$ cat src/rtl/adder_pkg.sv
// rtl/adder_pkg.sv - shared width and word type for the ripple-carry adder family
package adder_pkg;

  // Default operand width for the base slice of the family
  localparam int ADDER_WIDTH = 2;

  // Operand/sum word at the default width
  typedef logic [ADDER_WIDTH-1:0] adder_word_t;

endpackage : adder_pkg

$ cat src/rtl/full_adder.sv
// rtl/full_adder.sv - single-bit combinational full-adder cell
module full_adder (
  input  logic a,
  input  logic b,
  input  logic cin,
  output logic s,
  output logic cout
);

  // Propagate term is shared between the sum bit and the carry chain
  logic p;

  assign p    = a ^ b;
  assign s    = p ^ cin;
  assign cout = (a & b) | (cin & p);

endmodule : full_adder

$ cat src/rtl/adder_2bit_rc.sv
// rtl/adder_2bit_rc.sv - registered ripple-carry adder built from full_adder cells
module adder_2bit_rc
  import adder_pkg::*;
#(
  parameter int WIDTH = ADDER_WIDTH
) (
  input  logic             clk,
  input  logic             rst_n,
  input  logic [WIDTH-1:0] a,
  input  logic [WIDTH-1:0] b,
  output logic [WIDTH-1:0] sum,
  output logic             cout
);

  // Carry chain: c[0] is tied low since there is no carry-in port
  logic [WIDTH:0]   c;
  logic [WIDTH-1:0] sum_d;
  logic             cout_d;
  logic [WIDTH-1:0] sum_q;
  logic             cout_q;

  assign c[0] = 1'b0;

  // One cell per bit, each cell's carry feeding the next higher bit
  for (genvar i = 0; i < WIDTH; i++) begin : g_cell
    full_adder u_fa (
      .a    (a[i]),
      .b    (b[i]),
      .cin  (c[i]),
      .s    (sum_d[i]),
      .cout (c[i+1])
    );
  end

  assign cout_d = c[WIDTH];

  // Output registers: reset clears both, otherwise capture the ripple result
  always_ff @(posedge clk) begin
    if (!rst_n) begin
      sum_q  <= '0;
      cout_q <= 1'b0;
    end else begin
      sum_q  <= sum_d;
      cout_q <= cout_d;
    end
  end

  assign sum  = sum_q;
  assign cout = cout_q;

endmodule : adder_2bit_rc

$ cat config.mk
export PLATFORM = sky130hd
export DESIGN_NAME = adder_2bit_rc
export DESIGN_NICKNAME = d
export VERILOG_FILES = /design/src/rtl/adder_pkg.sv /design/src/rtl/full_adder.sv /design/src/rtl/adder_2bit_rc.sv
export SDC_FILE = /design/constraint.sdc
export NUM_CORES = 1
export LEC_CHECK = 0
export ABC_AREA = 0
export CELL_PAD_IN_SITES_DETAIL_PLACEMENT = 1
export CELL_PAD_IN_SITES_GLOBAL_PLACEMENT = 1
export CORE_AREA = 5 5 42 44
export CTS_BUF_LIST = sky130_fd_sc_hd__clkbuf_2
export CTS_CLUSTER_SIZE = 30
export DETAILED_ROUTE_END_ITERATION = 10
export DIE_AREA = 0 0 47 49
export PLACE_DENSITY = 0.42
export RECOVER_POWER = 100
export SYNTH_ARGS = -nofsm -noshare
export SYNTH_HDL_FRONTEND = slang
export SYNTH_SLANG_ARGS = --single-unit
export TNS_END_PERCENT = 30
$ cat constraint.sdc
create_clock -name clk -period 2.85 [get_ports clk]
set_input_delay 0.285 -clock clk [delete_from_list [all_inputs] [get_ports clk]]
set_output_delay 0.285 -clock clk [all_outputs]
set_load 0.1 [all_outputs]
==> results.json <==
{
  "ant_nets": 0,
  "wl_um": 300,
  "cts_htree_levels": 1,
  "via_per_inst": 2.82,
  "crit_start": "sum[1]$_SDFF_PN0_",
  "fin_crit_ns": 1.65,
  "route.detailed.drc": 0,
  "grt_pass1_wl_um": 531,
  "grt_max_degree": 4,
  "multi_input_area_um2": 66.3,
  "tritoncts": "yes",
  "required_ns": 2.57,
  "p_total_uw": 150,
  "fp-row-count": 14,
  "slew_violations": 0,
  "ys_types": 6,
  "timing.max_cap.violations": 0,
  "endpoint_kind": "output pin",
  "antenna_cells": 0,
  "yosysSeqAreaShare": 0.436,
  "synth_enable_flop_cells": 0,
  "path_buf_inv": 1,
  "cts_setup_buffers": 0,
  "power.leakage_nw": 0.110,
  "dp_hpwl_um": 260,
  "syn_area_per_cell_um2": 12.5,
  "worst_slew_pin_slew_ns": 1.16,
  "critPathSlowestCell": "clkbuf_1",
  "antenna_found_initial": 0,
  "grt_pass1_vias": 136,
  "max-slew-margin-rel": 0.227,
  "ctsHoldBuffers": 0,
  "die_y_um": 49,
  "status": "finished clean",
  "gr-usage-all-layers": 0.0395,
  "io_buffers": 8,
  "netlist.area_leader.share": 0.436,
  "path_cells": "clkbuf_1",
  "core_area_um2": 1400,
  "ctsRootBufferMaster": "clkbuf_2",
  "drt_pass1_iterations": 1,
  "yosysTopAreaCell": "dfxtp_1",
  "fmax_mhz": 606,
  "cts_sinks": 3,
  "hp-start": "rst_n",
  "drive_above_1_share": 0.261,
  "hp-class": "in -> reg",
  "wl_per_cell_um": 7.69,
  "setup_ws_ns": 1.20,
  "rsz0062_at_grt": "false",
  "worst_hold_slack_ns": 0.712,
  "clk_pin_slew_ns": 0.04,
  "drt-initial-drc-count": 0,
  "hold_depth": 2,
  "synthesis.nets": 19,
  "timing.setup.tns_ns": 0,
  "synth_common_cells": "3 x dfxtp_1, 3 x inv_1, 2 x nor2b_4",
  "num_vias": 110,
  "grt_busiest_layer": "met4",
  "post_cts_resized": 0,
  "synth_area_um2": 138,
  "min_period_over_period": 0.579,
  "start_util": 0.0982,
  "vdd_drop_max_mv": 0.0755,
  "die_x_um": 47,
  "power_density_nw_per_um2": 628,
  "place_ws_ns": 1.21,
  "n_fill_cell": 169,
  "yosysWarnings": 0,
  "holdPathEnd": "cout$_SDFF_PN0_",
  "synth-seq-cells": 3,
  "cp.arrival_ns": 1.36,
  "cp_top_family": "buffers and inverters",
  "crit_path_max_fanout": 1,
  "grt_util_met1": 0.0374,
  "use_met3": 0.0369,
  "cpPeakStageDelay_ns": 0.86,
  "synth_area_leaders": "dfxtp_1 44%, nor2b_4 20%, fa_1 15%",
  "post_synth_inst_count": 11,
  "cts_inserted_buffers": 3,
  "globalplace.congestion": 0.700,
  "async_flop_share": 0,
  "ys.flop_type": "dfxtp_1",
  "dieArea_um2": 2300,
  "area_growth_pct": 73.6,
  "io_pins": 9,
  "worstSetupPathType": "reg -> out",
  "grt.met2_usage": 0.0385,
  "critPathLaunchType": "flip-flop",
  "grt_overflow": 0,
  "regArea_um2": 60.1,
  "finalHoldViolations": 0,
  "setup_viol": 0,
  "clockBufferDepth": 2,
  "nets": 32
}
placed cells by master (no fill, tap or decap):
cell type	netlist	final
and2_1	1	1
clkbuf_1	0	3
clkbuf_2	0	4
clkdlybuf4s50_1	0	4
dfxtp_1	3	3
dlygate4sd3_1	0	1
fa_1	1	1
ha_1	1	1
inv_1	3	3
nor2b_4	2	2
final cells by class:
cell class                      count  area share
Timing Repair Buffer                8       0.257
Sequential cell                     3       0.251
Inverter                            3      0.0471
Multi-Input combinational cell      5       0.277
Clock buffer                        4      0.0838
Tap cell                           16      0.0838
report_power, final:
group          internal (mW)  total, mW  switching (mW)
registers             0.0457     0.0466        0.000903
clock network         0.0370     0.0573          0.0203
logic                 0.0134     0.0463          0.0329
metal layers:
metal	routed length, µm	share of wire	vias up
met5	0	0	-
met4	0	0	0
met3	69	0.23	0
met2	118	0.39	9
met1	112	0.37	47
li1	-	-	54
cell families after synthesis:
group	count (synthesis)	synth area share
buf+inv	3	0.0818
flops	3	0.436
fa+ha+maj	2	0.236
simple gates	3	0.246
worst max-delay path by stage:
stage / to / slack [ns] / cells after the start
after CTS: sum[1]$_SDFF_PN0_ / 1.45 / 5
after detailed placement: sum[1]$_SDFF_PN0_ / 1.21 / 5
after floorplan: cout / 1.66 / 0
final: sum[1] / 1.20 / 1
after global routing: sum[1] / 1.15 / 1
after global placement: sum[1]$_SDFF_PN0_ / 1.25 / 5
stage by stage:
stage | area [µm²] | std cells | util
6_report | 239 | 39 | 0.171
5_1_grt | 239 | 39 | 0.171
4_1_cts | 250 | 39 | 0.179
3_5_place_dp | 230 | 35 | 0.164
3_3_place_gp | 230 | 35 | 0.164
2_1_floorplan | 138 | 11 | -
state kept, by name, summed over array words and instances, names as in the netlist:
register  cells
sum           2
cout          1
Note: power is estimated with default switching activity, not from simulation.
